===== src/rtl/alu_arbiter_if.sv =====
// Request/response bus between two requesters and alu_arbiter.
// Lane i of each packed field belongs to requester i.
interface alu_arbiter_if;
    logic [1:0]  req_valid;
    logic [1:0]  req_ready;
    logic [7:0]  req_op;
    logic [63:0] req_dat1;
    logic [63:0] req_dat2;
    logic [1:0]  req_set;
    logic        rsp_valid;
    logic        rsp_ready;
    logic        rsp_id;
    logic [31:0] rsp_result;
    logic        rsp_err;

    // Arbiter side
    modport slave (
        input  req_valid, req_op, req_dat1, req_dat2, req_set, rsp_ready,
        output req_ready, rsp_valid, rsp_id, rsp_result, rsp_err
    );

    // Requester / response consumer side
    modport master (
        output req_valid, req_op, req_dat1, req_dat2, req_set, rsp_ready,
        input  req_ready, rsp_valid, rsp_id, rsp_result, rsp_err
    );
endinterface


===== src/rtl/alu_arbiter.sv =====
// alu_arbiter: round-robin arbiter sharing one combinational ALU between
// two requesters. Each accepted request is driven to the ALU for one cycle,
// its result is captured and held as a response until consumed.
// Optional feature macro: ALU_ARB_OPCHECK_EN -- opcodes above 5 are accepted
// but answered with result 0 and rsp_err=1, leaving the flags untouched.
module alu_arbiter (
    input  logic         clk,
    input  logic         rst_n,
    alu_arbiter_if.slave bus,
    output logic [31:0]  alu_dat1,
    output logic [31:0]  alu_dat2,
    output logic [3:0]   alu_control,
    input  logic [31:0]  alu_result,
    output logic         flag_z,
    output logic         flag_n
);

    typedef enum logic [1:0] {IDLE, EXEC, RESP} state_t;

    state_t      state;
    logic        prio;
    logic        set_q;
    logic        gnt_any;
    logic        gnt_id;
    logic [3:0]  op_sel;
    logic [31:0] dat1_sel;
    logic [31:0] dat2_sel;
    logic        set_sel;

`ifdef ALU_ARB_OPCHECK_EN
    logic        err_q;

    // Opcodes the ALU does not implement
    function automatic logic op_illegal(input logic [3:0] op);
        return op > 4'd5;
    endfunction
`else
    assign bus.rsp_err = 1'b0;
`endif

    // Grant selection: prio breaks ties, a lone requester always wins
    always_comb begin
        gnt_any = |bus.req_valid;
        gnt_id  = (&bus.req_valid) ? prio : bus.req_valid[1];
        op_sel   = gnt_id ? bus.req_op[7:4]    : bus.req_op[3:0];
        dat1_sel = gnt_id ? bus.req_dat1[63:32] : bus.req_dat1[31:0];
        dat2_sel = gnt_id ? bus.req_dat2[63:32] : bus.req_dat2[31:0];
        set_sel  = gnt_id ? bus.req_set[1]      : bus.req_set[0];
        bus.req_ready = 2'b00;
        if (state == IDLE && gnt_any)
            bus.req_ready = gnt_id ? 2'b10 : 2'b01;
    end

    // Control FSM: accept in IDLE, sample ALU in EXEC, hold response in RESP
    always_ff @(posedge clk) begin
        if (!rst_n) begin
            state          <= IDLE;
            prio           <= 1'b0;
            set_q          <= 1'b0;
            alu_dat1       <= '0;
            alu_dat2       <= '0;
            alu_control    <= '0;
            flag_z         <= 1'b0;
            flag_n         <= 1'b0;
            bus.rsp_valid  <= 1'b0;
            bus.rsp_id     <= 1'b0;
            bus.rsp_result <= '0;
`ifdef ALU_ARB_OPCHECK_EN
            err_q          <= 1'b0;
            bus.rsp_err    <= 1'b0;
`endif
        end else begin
            case (state)
                IDLE: begin
                    if (gnt_any) begin
                        alu_dat1    <= dat1_sel;
                        alu_dat2    <= dat2_sel;
                        alu_control <= op_sel;
                        set_q       <= set_sel;
                        bus.rsp_id  <= gnt_id;
`ifdef ALU_ARB_OPCHECK_EN
                        err_q       <= op_illegal(op_sel);
`endif
                        state       <= EXEC;
                    end
                end
                EXEC: begin
`ifdef ALU_ARB_OPCHECK_EN
                    bus.rsp_err <= err_q;
                    if (err_q) begin
                        bus.rsp_result <= '0;
                    end else begin
                        bus.rsp_result <= alu_result;
                        if (set_q) begin
                            flag_z <= (alu_result == 32'd0);
                            flag_n <= alu_result[31];
                        end
                    end
`else
                    bus.rsp_result <= alu_result;
                    if (set_q) begin
                        flag_z <= (alu_result == 32'd0);
                        flag_n <= alu_result[31];
                    end
`endif
                    bus.rsp_valid <= 1'b1;
                    state         <= RESP;
                end
                RESP: begin
                    if (bus.rsp_ready) begin
                        bus.rsp_valid <= 1'b0;
                        prio          <= ~bus.rsp_id;
                        state         <= IDLE;
                    end
                end
                default: state <= IDLE;
            endcase
        end
    end

endmodule


===== src/flat_wrapper.sv =====
// flat-port wrapper written by rule: the top's interface ports become plain ports
module alu_arbiter_flat 
  (clk, rst_n, alu_dat1, alu_dat2, alu_control, alu_result, flag_z, flag_n, bus_req_valid, bus_req_op, bus_req_dat1, bus_req_dat2, bus_req_set, bus_rsp_ready, bus_req_ready, bus_rsp_valid, bus_rsp_id, bus_rsp_result, bus_rsp_err);
  alu_arbiter_if bus_i ();
  input  logic clk;
  input  logic rst_n;
  output logic [31:0] alu_dat1;
  output logic [31:0] alu_dat2;
  output logic [3:0] alu_control;
  input  logic [31:0] alu_result;
  output logic flag_z;
  output logic flag_n;
  input wire logic [$bits(bus_i.req_valid)-1:0] bus_req_valid;
  input wire logic [$bits(bus_i.req_op)-1:0] bus_req_op;
  input wire logic [$bits(bus_i.req_dat1)-1:0] bus_req_dat1;
  input wire logic [$bits(bus_i.req_dat2)-1:0] bus_req_dat2;
  input wire logic [$bits(bus_i.req_set)-1:0] bus_req_set;
  input wire logic [$bits(bus_i.rsp_ready)-1:0] bus_rsp_ready;
  output wire logic [$bits(bus_i.req_ready)-1:0] bus_req_ready;
  output wire logic [$bits(bus_i.rsp_valid)-1:0] bus_rsp_valid;
  output wire logic [$bits(bus_i.rsp_id)-1:0] bus_rsp_id;
  output wire logic [$bits(bus_i.rsp_result)-1:0] bus_rsp_result;
  output wire logic [$bits(bus_i.rsp_err)-1:0] bus_rsp_err;
  assign bus_i.req_valid = bus_req_valid;
  assign bus_i.req_op = bus_req_op;
  assign bus_i.req_dat1 = bus_req_dat1;
  assign bus_i.req_dat2 = bus_req_dat2;
  assign bus_i.req_set = bus_req_set;
  assign bus_i.rsp_ready = bus_rsp_ready;
  assign bus_req_ready = bus_i.req_ready;
  assign bus_rsp_valid = bus_i.rsp_valid;
  assign bus_rsp_id = bus_i.rsp_id;
  assign bus_rsp_result = bus_i.rsp_result;
  assign bus_rsp_err = bus_i.rsp_err;
  alu_arbiter u_core (.clk(clk), .rst_n(rst_n), .bus(bus_i), .alu_dat1(alu_dat1), .alu_dat2(alu_dat2), .alu_control(alu_control), .alu_result(alu_result), .flag_z(flag_z), .flag_n(flag_n));
endmodule

===== config.mk =====
export PLATFORM = sky130hd
export DESIGN_NAME = alu_arbiter_flat
export DESIGN_NICKNAME = d
export VERILOG_FILES = /design/src/rtl/alu_arbiter_if.sv /design/src/rtl/alu_arbiter.sv /design/src/flat_wrapper.sv
export SDC_FILE = /design/constraint.sdc
export NUM_CORES = 1
export LEC_CHECK = 0
export CAP_MARGIN = 20
export CORE_MARGIN = 3
export CORE_UTILIZATION = 39
export CTS_CLUSTER_DIAMETER = 150
export DETAILED_ROUTE_END_ITERATION = 10
export PLACE_DENSITY = 0.81
export SYNTH_ARGS = -nofsm -noshare
export SYNTH_HDL_FRONTEND = slang
export SYNTH_SLANG_ARGS = --single-unit

===== constraint.sdc =====
create_clock -name clk -period 1.7 [get_ports clk]
set_clock_uncertainty 0.15 [all_clocks]
set_input_delay 0.255 -clock clk [delete_from_list [all_inputs] [get_ports clk]]
set_output_delay 0.255 -clock clk [all_outputs]
set_load 0.02 [all_outputs]

==> flow_metrics.env <==
export IMPL_r2r_start="u_core.state[1]$_SDFFE_PN0P_"
export IMPL_antenna_found_initial=2
export IMPL_required_ns=1.29
export IMPL_timing_hold_violations_final=0
export IMPL_fmax_ghz=0.569
export IMPL_synth_edf_count=0
export IMPL_ys_ff_latch=108
export IMPL_std_cell_rows=41
export IMPL_p_leak_nw=3.49
export IMPL_drtIter0Drc=741
export IMPL_syn2layout_area_growth_pct=63.7
export IMPL_syn_avg_cell_area_um2=8.51
export IMPL_gr_total_overflow=0
export IMPL_dieHeight_um=121
export IMPL_period_minus_slack_ns=1.76
export IMPL_h_tree_depth=3
export IMPL_cp_start_kind="flop"
export IMPL_cts_hold_buffers=0
export IMPL_gp_congestion=0.805
export IMPL_r2r_cells=7
export IMPL_die_x_um=121
export IMPL_clk_latency_ns=0.34
export IMPL_powerDensity_nw_per_um2=848
export IMPL_synth_cells=609
export IMPL_dp_worst_setup_slack_ns=-0.217
export IMPL_finish_instance_area_um2=8490
export IMPL_yosysSeqAreaShare=0.417
export IMPL_grt_max_degree=72
export IMPL_fin_cells=1027
export IMPL_drtPass1Iterations=5
export IMPL_hold_path_endpoint="u_core.alu_dat2[5]$_SDFFE_PN0P_"
export IMPL_cts_sinks=108
export IMPL_rsz0062_at_grt="yes"
export IMPL_die_area_um2=14700
export IMPL_synth_area_um2=5180
export IMPL_worstSetupPathType="flop to output pin"
export IMPL_yosysWarnings=0
export IMPL_yosys_area_top_type="dfxtp_1"
export IMPL_grt_pass1_vias=6097
export IMPL_synth_area_leaders="dfxtp_1, o2111ai_1, nand4_1"
export IMPL_start_util=0.404
export IMPL_violations="negative setup slack"
export IMPL_cts_tree="yes"
export IMPL_setup_tns_final_ns=-0.110
export IMPL_ff2ff_setup_slack_ns=0.07
export IMPL_synth_top_area_share=0.417
export IMPL_synth_flop_cell="dfxtp_1"
export IMPL_ir_worst_vdd_uv=654
export IMPL_min_from="bus_req_valid[1]"
export IMPL_async_flop_share=0
export IMPL_nets=1023
export IMPL_grt_usage=0.268
export IMPL_synth_cell_types=39
export IMPL_grt_pass1_wl_um=31800
export IMPL_vias=6279
export IMPL_synth_most_common_cell="dfxtp_1"
export IMPL_root_buffer="clkbuf_16"
export IMPL_crit_path_end_kind="output pin"
export IMPL_finalPower_w=0.00720
export IMPL_status="complete, but fails checks"
export IMPL_maxCapViolCount=0
export IMPL_setup_ws_ns=-0.0562
export IMPL_hold_class="input pin to flop"
export IMPL_r2r_end="u_core.alu_dat1[3]$_SDFFE_PN0P_"
export IMPL_setup_violations=2
export IMPL_portBuffers=280
export IMPL_cts_buffers_inserted=9
export IMPL_place_area_um2=8010
export IMPL_synthesis_nets=784
export IMPL_fillers=1050
export IMPL_max_slew_margin=0.433
export IMPL_via_per_inst=6.11
export IMPL_post_place_cells=1000
export IMPL_totalWireLength_um=21000
export IMPL_cts_buffer_depth=2
export IMPL_wl_per_cell_um=20.5
export IMPL_core_area_um2=12800
export IMPL_crit_fanout=4
export IMPL_min_period_over_period=1.03
export IMPL_report_final_slew_viol_count=0
export IMPL_tightest_slew_ns=0.850
export IMPL_arrival_ns=1.35
export IMPL_drtAntennaViolNets=0
export IMPL_clk_pin_slew_worst_paths_ns=0.07
export IMPL_synth_common_cells="dfxtp_1, nand4_1, a31oi_1, o2111ai_1, o21ai_1"
export IMPL_whs_path_depth=4
export IMPL_drcViolationCount=0
export IMPL_io_pins=282
export IMPL_hpwl_um=13700
export IMPL_drive_above_1_share=0.0809
## final cells by class
cell class | count | area (µm²) | share of cell area
multi-input cells | 409 | 2490 | 0.293
flip-flops and latches | 108 | 2160 | 0.255
repair buffers | 316 | 3290 | 0.387
inverters | 4 | 18.8 | 0.00221
diodes | 2 | 5.00 | 0.000590
clock inverters | 6 | 70.1 | 0.00826
well taps | 172 | 215 | 0.0254
clock buffers | 10 | 239 | 0.0282
## per-stage QoR
step                      hold slack (ns)  utilization
after floorplan                     0.241            -
after global placement              0.292        0.625
after detailed placement            0.299        0.625
after CTS                           0.271        0.649
after global routing                0.297        0.662
final                               0.283        0.662
## worst max path at each step
stage                                  endpoint  slack, ns  cells after the start                         start
5_1_grt                        bus_req_ready[0]      -0.10                      3  u_core.state[1]$_SDFFE_PN0P_
6_report                       bus_req_ready[1]      -0.06                      5  u_core.state[1]$_SDFFE_PN0P_
3_3_place_gp    u_core.alu_dat2[5]$_SDFFE_PN0P_      -0.19                      6              bus_req_valid[1]
2_1_floorplan                  bus_req_ready[0]       0.15                      3  u_core.state[1]$_SDFFE_PN0P_
4_1_cts                        bus_req_ready[0]      -0.07                      3  u_core.state[1]$_SDFFE_PN0P_
3_5_place_dp   u_core.alu_dat2[27]$_SDFFE_PN0P_      -0.22                      6              bus_req_valid[1]
## repair_timing
action | 4_1_cts | 5_1_grt
resized for setup | 96 | 25
gates cloned | 2 | 3
buffers inserted | 2 | 2
setup endpoints to repair | 94 | 91
pin swaps | 1 | 7
## metal layers
metal  track usage  part of all wire  vias up
met5             0                 0        -
met4         0.144             0.044        0
met3        0.0737              0.10       65
met2         0.431              0.48      392
met1         0.323              0.37     2939
li1              -                 -     2883
## report_power, final
group | internal [W] | switching [W] | leakage [nW]
Clock | 0.00120 | 0.000999 | 0.153
Sequential | 0.00274 | 0.000104 | 0.887
Combinational | 0.00101 | 0.00115 | 2.45
## critical path, stage by stage (launching register included)
cell,delay [ns]
dfxtp_2,0.33
buf_6,0.12
nor2_4,0.14
buf_12,0.13
and3_4,0.18
buf_6,0.11
## registers in the layout, summed over array words and instances (netlist names)
name and count:
u_core.flag_n 1, u_core.bus.rsp_valid 1, u_core.state 2, u_core.set_q 1, u_core.alu_control 4, u_core.alu_dat1 32, u_core.flag_z 1, u_core.alu_dat2 32
u_core.bus.rsp_result 32, u_core.bus.rsp_id 1, u_core.prio 1
## placed cells by master (no fill, tap or decap), types with 3 or more instances in the layout
cell type / count
clkdlybuf4s50_1: 173
o21ai_1: 69
dlymetal6s2s_1: 19
a31oi_1: 69
clkbuf_16: 12
buf_4: 15
o2111ai_1: 69
nor4_1: 6
nor2_1: 3
buf_6: 4
dfxtp_1: 107
dlygate4sd2_1: 84
a21oi_1: 34
buf_12: 13
nand4_1: 70
nand2_1: 65
## cell families (layout without fill, tap and decap cells)
logic type | count (synthesis) | count (layout) | share of synthesized area
flops | 108 | 108 | 0.417
buf+inv | 92 | 336 | 0.108
mux | 1 | 1 | 0.00193
other cells | 1 | 3 | 0.000723
compound gates | 247 | 247 | 0.308
simple gates | 160 | 160 | 0.164
Note: power is estimated with default switching activity, not from simulation.
